[src/rtl/if_prefetch_buffer_if.sv]
// Fetch-side bus bundle: ROM request/response, redirect from execute, and the
// valid/ready instruction stream toward decode.
interface if_prefetch_buffer_if #(
  parameter int ADDR_W = 32,
  parameter int DATA_W = 32
);
  logic              rom_ce_o;
  logic [ADDR_W-1:0] rom_addr_o;
  logic [DATA_W-1:0] rom_data_i;
  logic              jump_i;
  logic [ADDR_W-1:0] jump_addr_i;
  logic              inst_valid_o;
  logic [DATA_W-1:0] inst_o;
  logic [ADDR_W-1:0] pc_o;
  logic              inst_ready_i;

  modport slave (
    output rom_ce_o, rom_addr_o, inst_valid_o, inst_o, pc_o,
    input  rom_data_i, jump_i, jump_addr_i, inst_ready_i
  );

  modport master (
    input  rom_ce_o, rom_addr_o, inst_valid_o, inst_o, pc_o,
    output rom_data_i, jump_i, jump_addr_i, inst_ready_i
  );
endinterface

[src/rtl/if_prefetch_buffer.sv]
// Instruction prefetch stage: owns the fetch PC, reads the ROM into a small
// {pc, inst} FIFO and hands entries to decode; a redirect flushes everything.
module if_prefetch_buffer #(
  parameter int                DEPTH    = 4,
  parameter int                ADDR_W   = 32,
  parameter int                DATA_W   = 32,
  parameter logic [ADDR_W-1:0] RESET_PC = '0
) (
  input logic                 clk,
  input logic                 rst,
  if_prefetch_buffer_if.slave bus
);
  localparam int PTR_W = $clog2(DEPTH);
  localparam int CNT_W = $clog2(DEPTH + 1);
  localparam logic [CNT_W-1:0] FULL_CNT = CNT_W'(DEPTH);

  typedef struct packed {
    logic [ADDR_W-1:0] pc;
    logic [DATA_W-1:0] inst;
  } entry_t;

  entry_t            mem_q [DEPTH];
  entry_t            entry_d, head;
  logic [ADDR_W-1:0] fetch_pc_q, fetch_pc_d;
  logic [PTR_W-1:0]  rd_ptr_q, rd_ptr_d, wr_ptr_q, wr_ptr_d;
  logic [CNT_W-1:0]  cnt_q, cnt_d;
  logic              push, pop, not_empty;

  always_comb begin
    not_empty  = (cnt_q != '0);
    // A full FIFO never fetches, even if decode pops in the same cycle.
    push       = rst & (cnt_q != FULL_CNT) & ~bus.jump_i;
    pop        = not_empty & bus.inst_ready_i & ~bus.jump_i;
    entry_d    = '{pc: fetch_pc_q, inst: bus.rom_data_i};
    fetch_pc_d = fetch_pc_q;
    rd_ptr_d   = rd_ptr_q;
    wr_ptr_d   = wr_ptr_q;
    cnt_d      = cnt_q;
    if (bus.jump_i) begin
      fetch_pc_d = bus.jump_addr_i & ~ADDR_W'(3);
      rd_ptr_d   = '0;
      wr_ptr_d   = '0;
      cnt_d      = '0;
    end else begin
      if (push) begin
        wr_ptr_d   = wr_ptr_q + PTR_W'(1);
        fetch_pc_d = fetch_pc_q + ADDR_W'(4);
      end
      if (pop) rd_ptr_d = rd_ptr_q + PTR_W'(1);
      cnt_d = cnt_q + CNT_W'(push) - CNT_W'(pop);
    end
  end

  always_ff @(posedge clk or negedge rst) begin
    if (!rst) begin
      fetch_pc_q <= RESET_PC;
      rd_ptr_q   <= '0;
      wr_ptr_q   <= '0;
      cnt_q      <= '0;
    end else begin
      fetch_pc_q <= fetch_pc_d;
      rd_ptr_q   <= rd_ptr_d;
      wr_ptr_q   <= wr_ptr_d;
      cnt_q      <= cnt_d;
    end
  end

  // Storage needs no reset: the head is masked whenever the count is zero.
  always_ff @(posedge clk) begin
    if (push) mem_q[wr_ptr_q] <= entry_d;
  end

  assign head             = not_empty ? mem_q[rd_ptr_q] : '0;
  assign bus.rom_ce_o     = push;
  assign bus.rom_addr_o   = fetch_pc_q;
  assign bus.inst_valid_o = not_empty;
  assign bus.inst_o       = head.inst;
  assign bus.pc_o         = head.pc;
endmodule
[src/flat_wrapper.sv]
// flat-port wrapper written by rule: the top's interface ports become plain ports
module if_prefetch_buffer_flat 
#(
  parameter int                DEPTH    = 4,
  parameter int                ADDR_W   = 32,
  parameter int                DATA_W   = 32,
  parameter logic [ADDR_W-1:0] RESET_PC = '0
)
  (clk, rst, bus_rom_ce_o, bus_rom_addr_o, bus_inst_valid_o, bus_inst_o, bus_pc_o, bus_rom_data_i, bus_jump_i, bus_jump_addr_i, bus_inst_ready_i);
  if_prefetch_buffer_if #(.ADDR_W(ADDR_W), .DATA_W(DATA_W)) bus_i ();
  input logic clk;
  input logic rst;
  output wire logic [$bits(bus_i.rom_ce_o)-1:0] bus_rom_ce_o;
  output wire logic [$bits(bus_i.rom_addr_o)-1:0] bus_rom_addr_o;
  output wire logic [$bits(bus_i.inst_valid_o)-1:0] bus_inst_valid_o;
  output wire logic [$bits(bus_i.inst_o)-1:0] bus_inst_o;
  output wire logic [$bits(bus_i.pc_o)-1:0] bus_pc_o;
  input wire logic [$bits(bus_i.rom_data_i)-1:0] bus_rom_data_i;
  input wire logic [$bits(bus_i.jump_i)-1:0] bus_jump_i;
  input wire logic [$bits(bus_i.jump_addr_i)-1:0] bus_jump_addr_i;
  input wire logic [$bits(bus_i.inst_ready_i)-1:0] bus_inst_ready_i;
  assign bus_rom_ce_o = bus_i.rom_ce_o;
  assign bus_rom_addr_o = bus_i.rom_addr_o;
  assign bus_inst_valid_o = bus_i.inst_valid_o;
  assign bus_inst_o = bus_i.inst_o;
  assign bus_pc_o = bus_i.pc_o;
  assign bus_i.rom_data_i = bus_rom_data_i;
  assign bus_i.jump_i = bus_jump_i;
  assign bus_i.jump_addr_i = bus_jump_addr_i;
  assign bus_i.inst_ready_i = bus_inst_ready_i;
  if_prefetch_buffer #(.DEPTH(DEPTH), .ADDR_W(ADDR_W), .DATA_W(DATA_W), .RESET_PC(RESET_PC)) u_core (.clk(clk), .rst(rst), .bus(bus_i));
endmodule
[config.mk]
export PLATFORM = sky130hd
export DESIGN_NAME = if_prefetch_buffer_flat
export DESIGN_NICKNAME = d
export VERILOG_FILES = /design/src/rtl/if_prefetch_buffer_if.sv /design/src/rtl/if_prefetch_buffer.sv /design/src/flat_wrapper.sv
export SDC_FILE = /design/constraint.sdc
export NUM_CORES = 1
export LEC_CHECK = 0
export ABC_AREA = 1
export CORE_AREA = 2 2 153 155
export CTS_CLUSTER_DIAMETER = 120
export DETAILED_ROUTE_END_ITERATION = 6
export DIE_AREA = 0 0 155 157
export PLACE_DENSITY = 0.82
export RECOVER_POWER = 50
export SYNTH_ARGS = -nofsm -noshare
export SYNTH_HDL_FRONTEND = slang
export SYNTH_SLANG_ARGS = --single-unit
export TNS_END_PERCENT = 50
[constraint.sdc]
create_clock -name clk -period 4.9 [get_ports clk]
set_input_delay 0.49 -clock clk [delete_from_list [all_inputs] [get_ports clk]]
set_output_delay 0.49 -clock clk [all_outputs]
set_load 0.05 [all_outputs]
==> impl_results.md <==
* CTS Buf Count at 28
* Number of global-route vias before repair at 8484
* CP Launch Type: flip-flop
* CORE AREA at 22500 um^2
* CTS H-Tree Depth at 1
* Switching share of power at 40.6%
* Measured slew at the worst slew-check pin at 2.11 ns
* Sequential share of power at 34.9%
* Ordered list of cells on the worst path: buf_4 -> inv_2 -> buf_4 -> nor2_1 -> o21ai_0 -> a21oi_1 -> clkdlybuf4s50_1
* Failing checks: DRC, capacitance limit, slew limit
* Sink Count at 285
* FP Rows at 55
* NumNets Final at 1391
* Initial cell density of the core at 54.5%
* Critical path depth in cells at 7
* Yosys warns at 0
* Cts-stage hold buffer count at 0
* Reg2Reg Depth at 7
* Final ANT Viol Nets at 0
* Area growth, synth to finish at 23.2%
* Critical Path Max Stage Delay at 0.83 ns
* Buffer levels on the longest clock path at 3
* CTS clock-pin slew for the worst setup and hold paths at 0.06 ns
* WL/cell at 17.7 um
* Fin. Hold Viols at 0
* First-pass GRT wire length at 44400 um
* Slowest CP cell: clkdlybuf4s50_1
* PortBufs at 159
* RSZ-0062 raised after global routing: false
* Critical path capture point type: output pin
* Pint at 5370 uW
* Setup TNS at 0 ns
* Grt ovf at 0
* Worst Path Arrival at 3.80 ns
* Initial antenna violation count at 0
* Yosys reg bits at 285
* Total wire length at 28700 um
* Slew HR at -40.9%
* Dpl cells at 1570
* Cell mode on critical path: buf_4
* Lkg Pwr at 0.00551 uW
* Net Sw Power at 3670 uW
* Post-CTS sizing at 0
* Initial drt markers at 792
* Delay-heaviest family, CP: buffers and inverters
* CTS root buf: clkbuf_16
* Xor/xnor share of the synthesized area at 0.643%
* Total of max-cap violations at 2
* CTS tree: yes
* Final period util at 87.5%
* Post-DP HPWL at 16900 um
* Placer Congestion at 0.895
* Hold Path Depth at 5
* Clock power frac at 25.4%
* Buffer count from post-CTS setup fixing at 0
* Post-synthesis compound-gate area fraction at 9.32%
* Largest net degree at the start of global routing at 82
* Die height at 157 um
* Worst hold path type: in2reg
* Yosys cell types at 31
* Max-slew violations at 38
* Drt drc at 1
* Pre-antenna DRT Iters at 7
* I/O Pins at 166
* Vias per cell at 5.49
* PwrDens at 598 nW/um^2
* Post-Synth Adder-Cell Area at 0.877%
* Cell Count, Final, Fillers Out at 1624
* Setup Viol. Count Final at 0
* Largest family of logic cells by synthesized area: simple AND/OR/NAND/NOR gates
* Post-synthesis mux area share at 0%
* GRT Overall Usage at 23.3%
* Min Tclk post-route at 4.29 ns
* VDD IR max at 0.339 mV
* Clock insertion delay at the later pin of the skew report at 0.54 ns
* CP max FO at 63
* Chip width at 155 um
* Synth Cell Area at 12300 um^2
* Worst Skew at 0.0170 ns
* Crit path kind: reg2out
* Post-Synthesis Cells at 1165
* Req. time, crit path at 4.41 ns
* Share of the yosys chip area belonging to registers at 68.3%
* Mean area per synthesized cell at 10.5 um^2
* Share of cells above drive strength 1 at 5.98%
* Max Fclk at 233 MHz
* Simple-gate share of the synthesized area at 16.8%
* Number of buffers and inverters on the critical path at 4
* Comb power frac at 39.7%
* Via count at 8913
* Status: finished with violations
* DIE AREA at 24300 um^2
layout make-up:
cell class	count	area, um^2
Clock inverter	14	200
Inverter	59	223
Antenna cell	2	5.00
Multi-Input combinational cell	766	3410
Tap cell	285	357
Clock buffer	38	810
Sequential cell	285	8380
Fill cell	1640	7400
Timing Repair Buffer	175	1720
layer usage:
| layer | share of wire, % | global-route usage, % | routed length (um) |
|---|---|---|---|
| met5 | 0 | 0 | 0 |
| met4 | 2.1 | 5.78 | 603 |
| met3 | 7.9 | 3.72 | 2270 |
| met2 | 50 | 40.5 | 14200 |
| met1 | 40 | 31.0 | 11600 |
registers in the layout (all words and copies together), names as in the netlist:
signal,cells
u_core.bus.rom_addr_o,30
u_core.cnt_q,3
u_core.mem_q,248
u_core.rd_ptr_q,2
u_core.wr_ptr_q,2
cell usage in the layout, fill, tap and decap left out, types with 3 or more instances in the layout:
master,instances
nor2_1,302
edfxtp_1,248
nand2_1,183
o21ai_0,139
clkdlybuf4s50_1,125
a21oi_1,68
inv_1,56
dfrtp_1,35
dlygate4sd3_1,33
clkbuf_16,29
nand3_1,18
buf_4,10
clkbuf_1,9
clkinv_2,8
nor2_4,7
o21bai_1,7
xor2_1,7
ha_1,7
nand2_2,5
bufinv_16,5
clkbuf_8,5
o211ai_1,4
conb_1,4
nor2_2,3
a31oi_1,3
power groups by stage:
stage | clock (uW) | combinational [uW] | sequential (uW)
5_1_grt | 2430 | 3820 | 3180
6_report | 2290 | 3590 | 3150
3_5_place_dp | 0 | 3610 | 3190
4_1_cts | 2320 | 3630 | 3150
2_1_floorplan | 0 | 2290 | 3260
3_3_place_gp | 0 | 3560 | 3180
logic make-up after synthesis:
logic type | Yosys count
other cells | 1
fa+ha+maj | 8
simple gates | 523
flops | 285
compound gates | 222
buf+inv | 117
xor+xnor | 9
tightest hold or removal path, stage by stage:
cell,delay [ns]
clkbuf_1,0.15
nand2_2,0.14
inv_1,0.06
nand3b_1,0.08
a31oi_1,0.07
synth_stat cells (all sizes together):
cell type  number  area, um^2
o21ai         140         701
o21bai          7        52.6
dfrtp          37         926
nand2         188         723
clkinv          1        5.00
and3            1        6.26
conb            1        3.75
clkbuf         26        98.8
edfxtp        248        7450
xor2            7        61.3
nand3b          2        15.0
ha              7        87.6
nor3            2        10.0
nor2          312        1210
a31oi           3        18.8
xnor2           2        17.5
a21oi          68         340
o211ai          4        30.0
fa              1        20.0
buf            32         180
nand3          18        90.1
inv            58         218
per-stage QoR:
stage	hold slack (ns)	utilization [%]	instance area [um^2]	power (uW)	setup WS (ns)
detailed placement	0.631	62.8	14100	6800	1.14
global placement	0.611	62.8	14100	6740	1.15
CTS	0.112	67.3	15100	9100	0.538
finish	0.501	67.1	15100	9030	0.612
floorplan	0.194	-	12300	5540	0.898
global route	0.530	67.1	15100	9430	0.373
worst paths after layout:
kind	startpoint	slack, ns	to
min reg2reg	u_core.wr_ptr_q[1]	0.64	u_core.wr_ptr_q[1]
max in group asynchronous	rst	2.55	u_core.rd_ptr_q[0]
max reg2reg	u_core.cnt_q[1]	1.54	u_core.mem_q[0][58]
min	rst	0.50	u_core.bus.rom_addr_o[5]
max	u_core.rd_ptr_q[1]	0.61	bus_inst_o[20]
min in group asynchronous	rst	0.85	u_core.bus.rom_addr_o[29]
Power figures use the tool's default switching activity.
